`src/rtl/front_pkg.sv`:
```
// Shared front-end package.
// Holds the enable/valid encodings and the default instruction/PC widths
// used by the fetch-to-decode instruction queue.
package front_pkg;
   localparam logic ENABLE  = 1'b1;
   localparam logic DISABLE = 1'b0;
   localparam logic VALID   = 1'b1;
   localparam logic INVALID = 1'b0;

   localparam int DEF_INST_W = 32;
   localparam int DEF_ADDR_W = 32;
endpackage

```
`src/rtl/inst_queue_dual_if.sv`:
```
// Fetch/decode bus for the dual-issue instruction queue.
// Ports (slave = queue side):
//   in : rdy, stall, clear, instEnO/T, instO/T, PCO/T
//   out: ifStall, occupancy, DecEnO/T, DecInstO/T, DecPCO/T
// The master modport is the mirror image, used by the environment.
interface inst_queue_dual_if
   import front_pkg::*;
#(
   parameter int DEPTH  = 8,
   parameter int INST_W = DEF_INST_W,
   parameter int ADDR_W = DEF_ADDR_W
);
   localparam int CNT_W = $clog2(DEPTH + 1);

   logic              rdy;
   logic              stall;
   logic              clear;
   logic              instEnO;
   logic              instEnT;
   logic [INST_W-1:0] instO;
   logic [INST_W-1:0] instT;
   logic [ADDR_W-1:0] PCO;
   logic [ADDR_W-1:0] PCT;
   logic              ifStall;
   logic [CNT_W-1:0]  occupancy;
   logic              DecEnO;
   logic              DecEnT;
   logic [INST_W-1:0] DecInstO;
   logic [INST_W-1:0] DecInstT;
   logic [ADDR_W-1:0] DecPCO;
   logic [ADDR_W-1:0] DecPCT;

   modport slave (
      input  rdy, stall, clear, instEnO, instEnT, instO, instT, PCO, PCT,
      output ifStall, occupancy, DecEnO, DecEnT, DecInstO, DecInstT, DecPCO, DecPCT
   );

   modport master (
      output rdy, stall, clear, instEnO, instEnT, instO, instT, PCO, PCT,
      input  ifStall, occupancy, DecEnO, DecEnT, DecInstO, DecInstT, DecPCO, DecPCT
   );
endinterface

```
`src/rtl/ring_ptr_adv.sv`:
```
// Circular pointer advance for a ring of DEPTH entries.
// Ports: ptr (current index 0..DEPTH-1), step (0..2), nxt (wrapped index).
// Wrapping compares against DEPTH-1 so non-power-of-two depths work.
module ring_ptr_adv #(
   parameter int DEPTH = 8
) (
   input  logic [$clog2(DEPTH)-1:0] ptr,
   input  logic [1:0]               step,
   output logic [$clog2(DEPTH)-1:0] nxt
);
   localparam int PW = $clog2(DEPTH);
   localparam logic [PW-1:0] LAST   = PW'(DEPTH - 1);
   localparam logic [PW-1:0] PENULT = PW'(DEPTH - 2);

   always_comb begin
      nxt = ptr;
      case (step)
         2'd1:    nxt = (ptr == LAST) ? '0 : ptr + PW'(1);
         2'd2: begin
            if (ptr == LAST)        nxt = PW'(1);
            else if (ptr == PENULT) nxt = '0;
            else                    nxt = ptr + PW'(2);
         end
         default: nxt = ptr;
      endcase
   end
endmodule

```
`src/rtl/inst_queue_dual.sv`:
```
// Dual-issue instruction queue between fetch and decode.
// Ports: clk, rst (sync, active-high), bus (inst_queue_dual_if.slave).
// Takes up to two in-order instructions per cycle from fetch and hands up
// to two per cycle to decode on registered outputs. ifStall asks fetch to
// hold whenever fewer than two slots remain free.
module inst_queue_dual
   import front_pkg::*;
#(
   parameter int DEPTH  = 8,
   parameter int INST_W = DEF_INST_W,
   parameter int ADDR_W = DEF_ADDR_W
) (
   input logic               clk,
   input logic               rst,
   inst_queue_dual_if.slave  bus
);
   localparam int PW    = $clog2(DEPTH);
   localparam int CNT_W = $clog2(DEPTH + 1);

   logic [INST_W-1:0] insts [DEPTH];
   logic [ADDR_W-1:0] pcs   [DEPTH];

   logic [PW-1:0]    head, tail, head_p1, tail_p1, head_nxt, tail_nxt;
   logic [CNT_W-1:0] count;
   logic [1:0]       enq_num, deq_num;
   logic             go;

   assign go            = bus.rdy & ~rst & ~bus.clear;
   assign bus.ifStall   = count > CNT_W'(DEPTH - 2);
   assign bus.occupancy = count;

   // Both counts are taken from the registered count, so a freshly written
   // entry is never visible to dequeue in the same cycle.
   always_comb begin
      enq_num = 2'd0;
      deq_num = 2'd0;
      if (go & ~bus.ifStall & bus.instEnO)
         enq_num = bus.instEnT ? 2'd2 : 2'd1;
      if (go & ~bus.stall) begin
         if (count >= CNT_W'(2))      deq_num = 2'd2;
         else if (count == CNT_W'(1)) deq_num = 2'd1;
      end
   end

   ring_ptr_adv #(.DEPTH(DEPTH)) u_head_p1  (.ptr(head), .step(2'd1),   .nxt(head_p1));
   ring_ptr_adv #(.DEPTH(DEPTH)) u_head_adv (.ptr(head), .step(deq_num), .nxt(head_nxt));
   ring_ptr_adv #(.DEPTH(DEPTH)) u_tail_p1  (.ptr(tail), .step(2'd1),   .nxt(tail_p1));
   ring_ptr_adv #(.DEPTH(DEPTH)) u_tail_adv (.ptr(tail), .step(enq_num), .nxt(tail_nxt));

   // Storage carries no reset; validity is tracked by count alone.
   always_ff @(posedge clk) begin
      if (enq_num != 2'd0) begin
         insts[tail] <= bus.instO;
         pcs[tail]   <= bus.PCO;
      end
      if (enq_num == 2'd2) begin
         insts[tail_p1] <= bus.instT;
         pcs[tail_p1]   <= bus.PCT;
      end
   end

   always_ff @(posedge clk) begin
      if (rst) begin
         head         <= '0;
         tail         <= '0;
         count        <= '0;
         bus.DecEnO   <= DISABLE;
         bus.DecEnT   <= DISABLE;
         bus.DecInstO <= '0;
         bus.DecInstT <= '0;
         bus.DecPCO   <= '0;
         bus.DecPCT   <= '0;
      end else if (bus.clear) begin
         // Flush drops queue contents; last decode data is left in place.
         head       <= '0;
         tail       <= '0;
         count      <= '0;
         bus.DecEnO <= DISABLE;
         bus.DecEnT <= DISABLE;
      end else if (bus.rdy) begin
         head  <= head_nxt;
         tail  <= tail_nxt;
         count <= count + CNT_W'(enq_num) - CNT_W'(deq_num);
         if (!bus.stall) begin
            bus.DecEnO <= (deq_num != 2'd0) ? VALID : INVALID;
            bus.DecEnT <= (deq_num == 2'd2) ? VALID : INVALID;
            if (deq_num != 2'd0) begin
               bus.DecInstO <= insts[head];
               bus.DecPCO   <= pcs[head];
            end
            if (deq_num == 2'd2) begin
               bus.DecInstT <= insts[head_p1];
               bus.DecPCT   <= pcs[head_p1];
            end
         end
      end
   end
endmodule

```
`src/flat_wrapper.sv`:
```
// flat-port wrapper written by rule: the top's interface ports become plain ports
module inst_queue_dual_flat import front_pkg::*;
#(
   parameter int DEPTH  = 8,
   parameter int INST_W = DEF_INST_W,
   parameter int ADDR_W = DEF_ADDR_W
)
  (clk, rst, bus_rdy, bus_stall, bus_clear, bus_instEnO, bus_instEnT, bus_instO, bus_instT, bus_PCO, bus_PCT, bus_ifStall, bus_occupancy, bus_DecEnO, bus_DecEnT, bus_DecInstO, bus_DecInstT, bus_DecPCO, bus_DecPCT);
  inst_queue_dual_if #(.DEPTH(DEPTH), .INST_W(INST_W), .ADDR_W(ADDR_W)) bus_i ();
  input logic clk;
  input logic rst;
  input wire logic [$bits(bus_i.rdy)-1:0] bus_rdy;
  input wire logic [$bits(bus_i.stall)-1:0] bus_stall;
  input wire logic [$bits(bus_i.clear)-1:0] bus_clear;
  input wire logic [$bits(bus_i.instEnO)-1:0] bus_instEnO;
  input wire logic [$bits(bus_i.instEnT)-1:0] bus_instEnT;
  input wire logic [$bits(bus_i.instO)-1:0] bus_instO;
  input wire logic [$bits(bus_i.instT)-1:0] bus_instT;
  input wire logic [$bits(bus_i.PCO)-1:0] bus_PCO;
  input wire logic [$bits(bus_i.PCT)-1:0] bus_PCT;
  output wire logic [$bits(bus_i.ifStall)-1:0] bus_ifStall;
  output wire logic [$bits(bus_i.occupancy)-1:0] bus_occupancy;
  output wire logic [$bits(bus_i.DecEnO)-1:0] bus_DecEnO;
  output wire logic [$bits(bus_i.DecEnT)-1:0] bus_DecEnT;
  output wire logic [$bits(bus_i.DecInstO)-1:0] bus_DecInstO;
  output wire logic [$bits(bus_i.DecInstT)-1:0] bus_DecInstT;
  output wire logic [$bits(bus_i.DecPCO)-1:0] bus_DecPCO;
  output wire logic [$bits(bus_i.DecPCT)-1:0] bus_DecPCT;
  assign bus_i.rdy = bus_rdy;
  assign bus_i.stall = bus_stall;
  assign bus_i.clear = bus_clear;
  assign bus_i.instEnO = bus_instEnO;
  assign bus_i.instEnT = bus_instEnT;
  assign bus_i.instO = bus_instO;
  assign bus_i.instT = bus_instT;
  assign bus_i.PCO = bus_PCO;
  assign bus_i.PCT = bus_PCT;
  assign bus_ifStall = bus_i.ifStall;
  assign bus_occupancy = bus_i.occupancy;
  assign bus_DecEnO = bus_i.DecEnO;
  assign bus_DecEnT = bus_i.DecEnT;
  assign bus_DecInstO = bus_i.DecInstO;
  assign bus_DecInstT = bus_i.DecInstT;
  assign bus_DecPCO = bus_i.DecPCO;
  assign bus_DecPCT = bus_i.DecPCT;
  inst_queue_dual #(.DEPTH(DEPTH), .INST_W(INST_W), .ADDR_W(ADDR_W)) u_core (.clk(clk), .rst(rst), .bus(bus_i));
endmodule
```
`config.mk`:
```
export PLATFORM = sky130hd
export DESIGN_NAME = inst_queue_dual_flat
export DESIGN_NICKNAME = d
export VERILOG_FILES = /design/src/rtl/front_pkg.sv /design/src/rtl/inst_queue_dual_if.sv /design/src/rtl/ring_ptr_adv.sv /design/src/rtl/inst_queue_dual.sv /design/src/flat_wrapper.sv
export SDC_FILE = /design/constraint.sdc
export NUM_CORES = 1
export LEC_CHECK = 0
export BUFFER_PORTS_ARGS = -buffer_cell sky130_fd_sc_hd__buf_4
export CAP_MARGIN = 5
export CORE_MARGIN = 2
export CORE_UTILIZATION = 45
export CTS_CLUSTER_DIAMETER = 60
export DETAILED_ROUTE_END_ITERATION = 16
export PLACE_DENSITY = 0.67
export SLEW_MARGIN = 40
export SYNTH_ARGS = -nofsm -noshare
export SYNTH_HDL_FRONTEND = slang
export SYNTH_HIERARCHICAL = 1
export SYNTH_SLANG_ARGS = --single-unit
```
`constraint.sdc`:
```
create_clock -name clk -period 11.4 [get_ports clk]
set_clock_uncertainty 0.2 [all_clocks]
set_input_delay 1.71 -clock clk [delete_from_list [all_inputs] [get_ports clk]]
set_output_delay 1.71 -clock clk [all_outputs]
set_load 0.02 [all_outputs]
```
# After elaboration in Yosys (flattened, before gate mapping)
# Memory sizes are Yosys's and may differ from the RTL's. A register that Yosys moved wholly into a read port is not among the register bits.
# Cells that the tools add are included.
# word_totals
ff_bits,12
mem_bits_rw,512
input_bits,135
output_inout_bits,135
n_memories,2
# mem_list
memory,words,width,read_ports,rd_ports_with_merged_regs,write_ports,line_no,source
u_core.insts,8,32,2,2,2,inst_queue_dual.sv:20,logic [INST_W-1:0] insts [DEPTH];
u_core.pcs,8,32,2,2,2,inst_queue_dual.sv:21,logic [ADDR_W-1:0] pcs [DEPTH];
# classes
n_addsub,6
order_cmp,2
n_eq_ne,9
mux,19
bitwise,9
reduce_logical,10
# op_table
operator,count
two-way mux 3 bit,6
== test 3 bit (second input constant),4
one-hot mux 3 bit (2 select lines),2
two-way mux 2 bit,4
AND reduction 4 bit,2
nonzero test 2 bit,4
two-way mux 1 bit,7
adder 3 x 1 -> 3 bit (second input constant),2
adder 3 x 2 -> 3 bit (second input constant),2
AND reduction 2 bit,3
AND 1 bit,5
adder 4 x 2 -> 4 bit,1
== test 2 x 1 -> 1 bit (second input constant),2
== test 2 bit (second input constant),2
== test 4 x 1 -> 1 bit (second input constant),1
>= comparator 4 x 2 -> 1 bit (second input constant),1
> comparator 4 x 3 -> 1 bit (second input constant),1
NOT 1 bit,4
subtractor 4 x 2 -> 4 bit,1
OR reduction 2 bit,1

# Depth between registers and ports, before layout
# depth
depth_word,9
ltp_mapped,15
ltp_nobuf,14

# Cells and area by module
# The synthesis kept the hierarchy.
# by_module_without_submodules
mod,n_inst,cells_each,area_per_inst_um2
inst_queue_dual,1,2076,33285.7
ring_ptr_adv,4,23,165.2

# Least setup slack after synthesis
# Ideal clock, no wire load.
# synth_path
path_type,input to register
from,input bus_rdy
to,memory u_core/insts[4][0] in the netlist's numbering (enable)
setup_ps,581
arrival_ps,7388
required_time_ps,10619
slack_ps,3230
stages,7
n_path_buf,3
path_cell_list,buf_2 > and4bb_1 > buf_2 > and3_1 > clkbuf_1 > nand2_1 > o31ai_1
# synth_rtl
item,line_no,source
"start, declared",flat_wrapper.sv:12,input wire logic [$bits(bus_i.rdy)-1:0] bus_rdy;
"end, declared",inst_queue_dual.sv:20,

==> metrics.txt <==
cell count after synthesis approximately 2.2k; status finished, final reports clean; die width 278.7 um; All-Layer GR Usage 25.25%; PwrDens 135.2 mW/mm^2; Final Power 5.354 mW; Initial DRC Count about 1.9k; DRC Markers 0; Hold Fails Final Rpt 0; most used flip-flop cell after synthesis edfxtp_1; RSZ-0062 raised after global routing no; setup_tns 0 ns; core area between 0.07 and 0.08 sq mm; CTS tree done; Vias/cell 6.284; Pleak around 13 nW; clock slew seen by the registers of the worst setup and hold paths 0.06 ns; CP top delay family buffers and inverters; P&R area growth vs syn 16.66%; max-slew violation count 0; initial antenna violation count 21; critical path buffer and inverter count 4; crit-path max cell delay 0.65 ns; CP endpoint kind flop; number of port buffers 269; most frequent CP cell buf_4; Worst Path Max Fanout 71; Post-CTS Repair Setup Buffers 0; CP max stage cell buf_4; Max-Cap Viols 0; Syn Area/Cell between 15 and 20 sq um; nets@finish 2568; post-synthesis sequential area ratio between 50% and 60%; Yosys top cell by area edfxtp_1; most common cell in the netlist edfxtp_1; first-pass GRT wire length 146000 um; filler cell count 6150; critical path class primary input to flop; First-pass DRT Iterations 7; slew at the pin closest to its max-slew limit between 0.8 and 0.9 ns; Die ar. between 0.07 and 0.08 sq mm; Starting Density roughly 46%; DP HPWL 57500 um; Routed WL 98560 um; Core Rows 100; WL/cell between 20 and 30 um; DRT antenna net count 0; post-CTS resize count 0; Startpoint Class primary input; CTS Buffer Depth 3; vias in the first global route 22.97k; largest net degree at the start of global routing a little over 70; RePlAce Congestion approximately 0.79; HP Class flop to flop; CP Cell Sequence buf_6 > and4bb_1 > nand3_2 > nor4b_4 > buf_4 > o21bai_4 > buf_4 > buf_4; Final min period around 4.8 ns; clk root buf clkbuf_16; post-synth top area share 45.29%; Unique masters post-synth 52; period utilisation layout between 40 and 50%; CP Data Arrival Time ~5 ns; Boundary Pins 270; Post-synth EDFFs 512; Commonest cells post-synth edfxtp_1 (512), mux2_2 (454), mux4_2 (256), nor2_1 (146), dfxtp_1 (140); Req. time, crit path about 11 ns; CTS buffer count 74; total number of H-tree levels 3; Clock Latency Late Sink 0.64 ns; share of cells above drive strength 1 49.35%; Synth Cell Area 0.03395 sq mm; # setup viols final 0; vias 21.61k; Relative slew margins 42.84%; Die H 278.7 um; IR drop worst, VDD 0.1079 mV; Non-Filler Instances 3439; Max Fclk 207.2 MHz; top area cells in the synthesized netlist edfxtp_1 (45%), mux4_2 (17%), mux2_2 (15%); Warnings, synthesis 6; # clock sinks between 600 and 700; Synth Register Bits approximately 650; GRT overflow 0; cts hold-fix bufs 0; Placed Cells 3298; post-synthesis async set-or-reset flop share 0%
-- power by group --
group / internal (mW) / total (mW) / switching, mW / leakage (nW)
registers: 2.58 / 2.59 / 0.00912 / 5.74
logic: 0.203 / 0.384 / 0.181 / 6.46
clock network: 1.39 / 2.38 / 0.994 / 1.19
-- metal layers --
metal	global-route usage [%]	routed length (um)	vias to the layer above	share of wire (%)
met4	9.636	3034	30	3.1
li1	-	-	9279	-
met5	0	202	-	0.20
met3	5.431	7840	214	8.0
met1	31.10	37700	11207	38
met2	43.61	49780	881	51
-- worst paths after layout --
kind | from | endpoint | slack, ns | cells after the start
setup / recovery | rst | u_core/pcs[6][27] | 6.57 | 8
hold / removal | u_core/bus.DecPCO[13] | u_core/bus.DecPCO[13] | 0.29 | 2
setup reg to reg | u_core/tail[1] | u_core/pcs[5][15] | 6.86 | 10
hold reg to reg | u_core/bus.DecPCO[13] | u_core/bus.DecPCO[13] | 0.29 | 2
-- worst reg2reg max path: cells and delay by family (launching register included) --
kind,cells,cell delay [ns]
flops,1,0.53
compound gates,3,0.86
buf+inv,2,0.91
fa+ha+maj,2,0.55
simple gates,3,1.09
-- registers in the layout, indices dropped and copies added (netlist names) --
signal                cells
u_core/tail               3
u_core/bus.DecPCT        32
u_core/bus.DecInstT      32
u_core/insts            256
u_core/bus.occupancy      4
u_core/bus.DecEnO         1
u_core/pcs              256
u_core/bus.DecInstO      32
u_core/bus.DecPCO        32
u_core/head               3
u_core/bus.DecEnT         1
-- per-stage QoR --
step | util, % | instance area (sq um) | worst slack (ns) | hold slack [ns]
after global routing | 53.11 | 39600 | 6.532 | 0.2998
after detailed placement | 49.79 | 37130 | 5.812 | 0.2802
after CTS | 53.06 | 39570 | 6.470 | 0.2921
after global placement | 49.49 | 36910 | 5.635 | 0.2780
final | 53.11 | 39600 | 6.574 | 0.2890
after floorplan | - | 33970 | 3.230 | 0.3607
-- placed cells by master, fill, tap and decap left out, types with 8 or more instances in the layout --
cell type / n
clkbuf_16: 77
mux2_4: 40
buf_4: 298
nor2_1: 146
buf_6: 16
mux4_2: 256
a21oi_1: 13
inv_1: 31
clkinv_2: 10
edfxtp_1: 512
ha_1: 26
mux2i_1: 8
dfxtp_1: 138
clkbuf_8: 11
mux2_2: 454
nor3_1: 130
clkbuf_1: 17
o22ai_1: 132
conb_1: 8
nand2_1: 13
mux2_1: 18
-- kinds of logic after synthesis --
| kind of cell | Yosys count | synth area share, % |
|---|---|---|
| flops | 652 | 53.55 |
| fa+ha+maj | 28 | 1.076 |
| xor+xnor | 2 | 0.05161 |
| other cells | 2 | 0.02212 |
| buf+inv | 198 | 2.654 |
| simple gates | 336 | 4.792 |
| mux | 776 | 34.65 |
| compound gates | 174 | 3.210 |
-- layout make-up --
class	instances	area (sq um)	share of cell area (%)
timing repair buffer	322	2577	6.508
clock buffer	105	2142	5.409
sequential	652	18180	45.92
antenna	6	15.01	0.03791
inverter	31	116.4	0.2938
multi-input combinational	1324	15060	38.03
tap	969	1212	3.062
clock inverter	30	292.8	0.7393
Note: power is estimated with default switching activity, not from simulation.
